[src/rtl/rob_retire_queue.sv]
// rob_retire_queue: in-order retire queue that sits after the register renamer.
// Each dispatched instruction takes one slot and records its superseded physical tag.
// Instructions can complete out of order. They retire in program order, at most one
// per cycle. When an instruction retires, its superseded tag goes back to the renamer.
//
// Ports
//   clk, rst        clock; asynchronous active-high reset
//   ena             pipeline enable (gates alloc and retire; completions always land)
//   flush           synchronous discard of every entry
//   alloc_valid     dispatch request
//   alloc_has_dest  dispatched instruction writes a register
//   alloc_wbs       {old_ptag, new_ptag} from the renamer
//   alloc_ready     queue not full
//   alloc_idx       slot handed to the current dispatch (tail)
//   complete_valid  an entry finished execution
//   complete_idx    slot that finished
//   retire_ena_out  one-cycle pulse freeing retire_tag_out in the renamer
//   retire_tag_out  old_ptag of the last retired entry (held between retires)
//   rob_empty       no entries occupied
//   rob_count       number of occupied entries, 0..DEPTH
module rob_retire_queue #(
  parameter int unsigned DEPTH  = 8,
  parameter int unsigned PTAG_W = 4,
  localparam int unsigned IDX_W = $clog2(DEPTH)
) (
  input  logic                clk,
  input  logic                rst,
  input  logic                ena,
  input  logic                flush,
  input  logic                alloc_valid,
  input  logic                alloc_has_dest,
  input  logic [2*PTAG_W-1:0] alloc_wbs,
  output logic                alloc_ready,
  output logic [IDX_W-1:0]    alloc_idx,
  input  logic                complete_valid,
  input  logic [IDX_W-1:0]    complete_idx,
  output logic                retire_ena_out,
  output logic [PTAG_W-1:0]   retire_tag_out,
  output logic                rob_empty,
  output logic [IDX_W:0]      rob_count
);

  localparam logic [IDX_W:0] FullCount = (IDX_W+1)'(DEPTH);

  logic [DEPTH-1:0]  valid_q, valid_d;
  logic [DEPTH-1:0]  done_q, done_d;
  logic [DEPTH-1:0]  has_dest_q, has_dest_d;
  logic [PTAG_W-1:0] old_ptag_q [DEPTH];
  logic [PTAG_W-1:0] old_ptag_d [DEPTH];
  logic [IDX_W-1:0]  head_q, head_d;
  logic [IDX_W-1:0]  tail_q, tail_d;
  logic [IDX_W:0]    count_q, count_d;
  logic              retire_ena_q, retire_ena_d;
  logic [PTAG_W-1:0] retire_tag_q, retire_tag_d;

  logic alloc_fire;
  logic retire_fire;

  // new_ptag is deliberately not kept; it remains claimed in the renamer.
  logic unused_new_ptag;
  assign unused_new_ptag = ^alloc_wbs[PTAG_W-1:0];

  // Readiness uses the registered count only, so a same-cycle retire does not open a slot.
  assign alloc_ready    = (count_q != FullCount);
  assign alloc_idx      = tail_q;
  assign rob_empty      = (count_q == '0);
  assign rob_count      = count_q;
  assign retire_ena_out = retire_ena_q;
  assign retire_tag_out = retire_tag_q;

  assign alloc_fire  = alloc_valid & alloc_ready & ena & ~flush;
  assign retire_fire = ena & ~flush & valid_q[head_q] & done_q[head_q];

  always_comb begin
    valid_d      = valid_q;
    done_d       = done_q;
    has_dest_d   = has_dest_q;
    old_ptag_d   = old_ptag_q;
    head_d       = head_q;
    tail_d       = tail_q;
    count_d      = count_q;
    retire_ena_d = 1'b0;
    retire_tag_d = retire_tag_q;

    if (flush) begin
      valid_d = '0;
      done_d  = '0;
      head_d  = '0;
      tail_d  = '0;
      count_d = '0;
    end else begin
      // Checked against registered valid, so the slot being allocated now is excluded.
      if (complete_valid && valid_q[complete_idx]) begin
        done_d[complete_idx] = 1'b1;
      end

      if (retire_fire) begin
        valid_d[head_q] = 1'b0;
        head_d          = head_q + 1'b1;
        retire_ena_d    = has_dest_q[head_q];
        retire_tag_d    = old_ptag_q[head_q];
      end

      if (alloc_fire) begin
        valid_d[tail_q]    = 1'b1;
        done_d[tail_q]     = 1'b0;
        has_dest_d[tail_q] = alloc_has_dest;
        old_ptag_d[tail_q] = alloc_wbs[2*PTAG_W-1 -: PTAG_W];
        tail_d             = tail_q + 1'b1;
      end

      unique case ({alloc_fire, retire_fire})
        2'b10:   count_d = count_q + 1'b1;
        2'b01:   count_d = count_q - 1'b1;
        default: count_d = count_q;
      endcase
    end
  end

  always_ff @(posedge clk or posedge rst) begin
    if (rst) begin
      valid_q      <= '0;
      done_q       <= '0;
      has_dest_q   <= '0;
      for (int i = 0; i < DEPTH; i++) begin
        old_ptag_q[i] <= '0;
      end
      head_q       <= '0;
      tail_q       <= '0;
      count_q      <= '0;
      retire_ena_q <= 1'b0;
      retire_tag_q <= '0;
    end else begin
      valid_q      <= valid_d;
      done_q       <= done_d;
      has_dest_q   <= has_dest_d;
      old_ptag_q   <= old_ptag_d;
      head_q       <= head_d;
      tail_q       <= tail_d;
      count_q      <= count_d;
      retire_ena_q <= retire_ena_d;
      retire_tag_q <= retire_tag_d;
    end
  end

endmodule
[config.mk]
export PLATFORM = sky130hd
export DESIGN_NAME = rob_retire_queue
export DESIGN_NICKNAME = d
export VERILOG_FILES = /design/src/rtl/rob_retire_queue.sv
export SDC_FILE = /design/constraint.sdc
export NUM_CORES = 1
export LEC_CHECK = 0
export ABC_AREA = 1
export CORE_ASPECT_RATIO = 1.1
export CORE_UTILIZATION = 40
export DETAILED_ROUTE_END_ITERATION = 10
export PLACE_DENSITY_LB_ADDON = 0.15
export SLEW_MARGIN = 20
export SYNTH_ARGS = -nofsm -noshare
export SYNTH_HDL_FRONTEND = slang
export SYNTH_SLANG_ARGS = --single-unit
export TNS_END_PERCENT = 30
[constraint.sdc]
create_clock -name clk -period 4.9 [get_ports clk]
set_input_delay 0.735 -clock clk [delete_from_list [all_inputs] [get_ports clk]]
set_output_delay 0.735 -clock clk [all_outputs]
set_load 0.005 [all_outputs]
### After elaboration in Yosys (flattened, before gate mapping)

Cells that the tools add are included.

* register bits after elaboration: 71
* input bits: 18
* output and inout bits: 14
* logic and storage cells: 95

* add/sub/neg operators: 4
* order comparisons: 9
* equal/unequal tests: 3
* multiplexer cells: 37
* bitwise gates (word level): 15
* reductions and logical operators: 11

Operators by type and width (count)
* two-way mux 8 bit: 8
* bitwise mux 32 bit: 1
* bitwise AND 8 bit: 2
* two-way mux 4 bit: 4
* inverter 8 bit: 2
* OR 8 bit: 2
* binary-select mux 1 bit (select 3 bit): 4
* binary-select mux 4 bit (select 3 bit): 1
* demux 4 bit (select 3 bit): 1
* less-than comparator 3 x 4 -> 1 bit (second input constant): 3
* two-way mux 3 bit: 4
* demux 1 bit (select 3 bit): 3
* greater-or-equal comparator 3 x 1 -> 1 bit (second input constant): 3
* two-way mux 1 bit: 9
* bitwise mux 8 bit: 1
* greater-or-equal comparator 4 bit (second input constant): 2
* inverter 3 -> 4 bit: 2
* case mux 4 bit (2 select lines): 1
* adder 3 x 1 -> 3 bit (second input constant): 2
* bitwise AND 1 bit: 6
* logical AND 1 bit: 5
* adder 4 x 1 -> 4 bit (second input constant): 1
* logical NOT 4 bit: 1
* less-than comparator 4 x 1 -> 1 bit (second input constant): 1
* 8 further kinds: 10

### Longest topological paths before layout

* word-level depth: 11
* mapped depth: 18

### Worst setup path after synthesis

OpenSTA, ideal clock, no wires.

* path type: in2reg
* from: input port flush
* to: register count_q[3] (netlist: rob_count[3])
* data arrival time: 2187 ps
* data required time: 4783 ps
* slack: 2596 ps
* cell stages on the path: 15
* buffers on the path: 1
* path through: buf_2 inv_1 nand2_1 nor2_1 nand2_1 nor2_2 nand3_1 inv_1 ha_1 inv_1 nor2_1 nor2_1 nand3_1 nand3_1 nand2_1

* word-level cells in the longest chain between the ends: 7
* elaborated cells on any way between the ends: 10
* classes of those cells: eq/ne: 2; mux: 2; bitwise: 5; reduce/logical: 1

Ends and longest elaborated chain
* from (decl): RTL line 29 `input logic flush,`
* inverter 1 bit (no source line)
* bitwise AND 1 bit (3 in series): RTL line 72 `assign retire_fire = ena & ~flush & valid_q[head_q] & done_q[head_q];`
* == test 2 x 1 -> 1 bit / == test 2 bit (equally long branches): RTL line 112 `unique case ({alloc_fire, retire_fire})`
* case mux 4 bit (2 select lines): RTL line 112
* two-way mux 4 bit: RTL line 85 `if (flush) begin`
* to (signal assigned): RTL line 140 `count_q <= count_d;`
* to (decl): RTL line 52 `logic [IDX_W:0] count_q, count_d;`

Several ways; a longest one is shown, not always the timed one.
A chain may end at the register's enable or synchronous reset.

### Final worst setup path

* from: input port flush
* to: register old_ptag_q[19] (netlist name)

* word-level cells in the longest chain between the ends: 3

Ends and longest elaborated chain
* inverter 1 bit (no source line) *
* bitwise AND 1 bit: RTL line 71 `assign alloc_fire = alloc_valid & alloc_ready & ena & ~flush;`
* AND reduction 2 bit (no source line) *
* to (signal assigned): RTL line 137 `old_ptag_q <= old_ptag_d;`
* to (decl): RTL line 48 `logic [PTAG_W-1:0] old_ptag_q [DEPTH];`

Every way passes the cells marked *; elsewhere a longest branch is shown, timed or not.

==> results.tsv <==
stage	metric	value	unit
grt	grt_pass1_wl	14.8	mm
clock_tree	cts-buffers-inserted	9	
floorplanning	core_area	8360	sq um
clock_tree	cts_max_level	3	
logic_synthesis	postSynthCellCount	416	
final_layout	antenna_cells	0	
setup_path	cp_max_fo	16	
placement	gp_congestion	0.813	
final_layout	seq_area	1780	sq um
power_and_ir_drop	clkPwrFrac	0.384	
placement	dpl.cell_count	541	
power_and_ir_drop	powerDensity	313	nW/um^2
final_layout	final_cells	557	
status	status	finished clean	
timing	finalSetupTns	0	ps
placement	io_buffers	27	
logic_synthesis	ys.flop_type	dfrtp_1	
power_and_ir_drop	pwr-share-seq	0.522	
setup_path	crit_path_end_kind	flop	
clock_tree	clk_latency	350	ps
floorplanning	die_area	8960	sq um
power_and_ir_drop	switching_share	0.256	
timing	drv_slew	0	
timing	worst_slew_pin_slew	833	ps
timing	rsz0062_at_grt	false	
grt	grt_max_degree	48	
timing	max_slew_margin	0.444	
final_layout	multi_input_area	1390	sq um
logic_synthesis	synth_edf_count	0	
clock_tree	root_buffer	clkbuf_8	
routing	drt-vias-per-instance	5.27	
power_and_ir_drop	p_leak	1.89	nW
clock_tree	postCtsSetupRepairBufs	0	
logic_synthesis	syn-num-nets	438	
floorplanning	die-height	99.2	um
routing	vias	2935	
timing	fin_skew	9.78	ps
floorplanning	core.rowCount	35	
routing	drc	0	
power_and_ir_drop	comb_power_share	0.094	
timing	finalCritPeriodShare	0.638	
grt	antenna_found_initial	0	
grt	grt_pass1_vias	2882	
logic_synthesis	yosysWarnings	0	
power_and_ir_drop	p_int	0.919	mW
clock_tree	cts.sinks	71	
timing	fin_crit	3130	ps
setup_path	crit_required	5130	ps
power_and_ir_drop	ir_drop	174	uV
timing	hold_viol_final	0	
routing	first_pass_iters	4	
setup_path	crit_top_cell	nand4_1	
clock_tree	clkSlewWorstSetupHoldPaths	80	ps
clock_tree	cts_tree	built	
logic_synthesis	synth_area_leaders	dfrtp_1, nand2_1, o21ai_0, inv_1, nand4_1	
floorplanning	start_util	0.410	
clock_tree	holdBufCountCts	0	
final_layout	synthToLayoutAreaGrowth	15.1	%
final_layout	fin_nets	463	
setup_path	critical_path_class	input port to flop	
logic_synthesis	synth_area	3430	sq um
setup_path	cpPeakStageDelay	620	ps
setup_path	crit_chain	clkdlybuf4s50_1 > inv_1 > nand4_1 > clkinv_1 > nand4_1 > o21ai_0	
placement	hpwlAfterDp	6.19	mm
logic_synthesis	async_flop_share	1.00	
logic_synthesis	synth_cell_types	33	
timing	fmax	320	MHz
floorplanning	ios	32	
clock_tree	clk_path_buf_depth	2	
setup_path	crit_arrival	3360	ps
final_layout	drive_above_1_share	0.0493	
power_and_ir_drop	fin_total_pwr	1.24	mW
setup_path	startpoint_type	input port	
flow_run	cap_violations	0	
grt	overflow	0	
logic_synthesis	avgSynthCellArea	8.25	sq um
routing	drt-initial-drc-count	145	
worst_hold_path	min_path_type	flop to flop	
power_and_ir_drop	p_switching	0.317	mW
routing	ant_nets	0	
timing	setup_viol	0	
routing	avgRoutedWirePerCell	16.0	um
clock_tree	cts_resized	0	
setup_path	crit_buf_inv	3	
logic_synthesis	synth_top_cell_area_share	0.518	
grt	gr-usage-all-layers	0.215	
final_layout	fill_cells	847	
logic_synthesis	ys_seq_area_frac	0.518	
routing	routed_wl	8.93	mm
logic_synthesis	synth_area_leader_cell	dfrtp_1	
floorplanning	dieWidth	90.3	um
setup_path	cpLargestDelayFamily	buffers and inverters	
logic_synthesis	synth-seq-cells	71	
setup_path	cpMaxStageDelayCell	clkdlybuf4s50_1	
[per-stage QoR]
step	util	hold WS [ps]	area, sq um	setup slack (ps)
CTS	0.472	494	3950	1860
global placement	0.449	463	3750	1560
finish	0.472	489	3950	1770
detailed placement	0.449	474	3750	1490
global route	0.472	515	3950	1600
floorplan	-	446	3430	2370
[cell usage after synthesis, types with 2 or more instances]
cell type    n
buf_4        6
nand4_1     14
dfrtp_1     71
o21ai_0     63
o2111ai_1    2
o22ai_1      2
a31oi_1      7
a221oi_1     6
a21oi_1     12
a22o_1       2
inv_1       41
nand3_1     16
xor2_1       2
buf_2        5
nor3_1       6
nor2_1      18
and3_1       3
ha_1         4
buf_6        2
nand2_1    121
[area by class of cell]
| type | instances | area share |
|---|---|---|
| clock buffer | 10 | 0.0348 |
| tap | 111 | 0.0352 |
| sequential | 71 | 0.450 |
| multi-input combinational | 287 | 0.353 |
| timing repair buffer | 28 | 0.0703 |
| clock inverter | 6 | 0.0149 |
| inverter | 44 | 0.0424 |
[worst min-delay path: cells and delay by family, from the launching register on]
family,cells,cell delay [ps]
compound gates,1,60
flops,1,350
simple gates,1,50
[power groups by stage]
| stage | combinational (mW) | sequential, mW | clock, mW |
|---|---|---|---|
| finish | 0.117 | 0.645 | 0.475 |
| global route | 0.134 | 0.649 | 0.502 |
| CTS | 0.118 | 0.645 | 0.482 |
| detailed placement | 0.118 | 0.656 | 0 |
| global placement | 0.115 | 0.655 | 0 |
| floorplan | 0.0716 | 0.650 | 0 |
[worst paths after layout]
kind | from | to | slack, ps | cells after the start
worst max-delay path | flush | old_ptag_q[19] | 1770 | 6
worst min-delay path | old_ptag_q[4] | old_ptag_q[4] | 490 | 2
worst max register to register | head_q[0] | rob_count[3] | 2470 | 16
worst min register to register | old_ptag_q[4] | old_ptag_q[4] | 490 | 2
max in group asynchronous | rst | valid_q[1] | 3210 | 3
min in group asynchronous | rst | old_ptag_q[30] | 850 | 2
[logic make-up after synthesis]
group,Yosys count,synth area share
AO/OA/AOI/OAI,99,0.163
XOR/XNOR,2,0.00510
adder cells (fa/ha/maj),4,0.0146
buffers and inverters,58,0.0766
flip-flops,71,0.518
AND/OR/NAND/NOR,182,0.223
[state kept, by name, summed over array words and instances, names as in the netlist]
register / cells
old_ptag_q: 32
done_q: 8
has_dest_q: 8
valid_q: 8
retire_tag_out: 4
rob_count: 4
alloc_idx: 3
head_q: 3
retire_ena_out: 1
[metal layers]
layer / track usage / share of wire
met5: 0 / 0
met4: 0.0955 / 0.015
met3: 0.0329 / 0.040
met2: 0.348 / 0.48
met1: 0.288 / 0.47
[cells in the final DEF, fill, tap and decap left out, types with 2 or more instances in the layout]
master / netlist / final
dfrtp_1: 71 / 71
nor2_1: 18 / 18
nand2_1: 121 / 121
a22o_1: 2 / 2
and3_1: 3 / 3
nor3_1: 6 / 6
xor2_1: 2 / 2
clkdlybuf4s50_1: 0 / 27
nand4_1: 14 / 14
a31oi_1: 7 / 7
a21oi_1: 12 / 12
inv_1: 41 / 40
o21ai_0: 63 / 63
clkinv_2: 1 / 6
ha_1: 4 / 4
o2111ai_1: 2 / 2
clkbuf_8: 0 / 10
nand3_1: 16 / 16
o22ai_1: 2 / 2
a221oi_1: 6 / 6
Power figures use the tool's default switching activity.
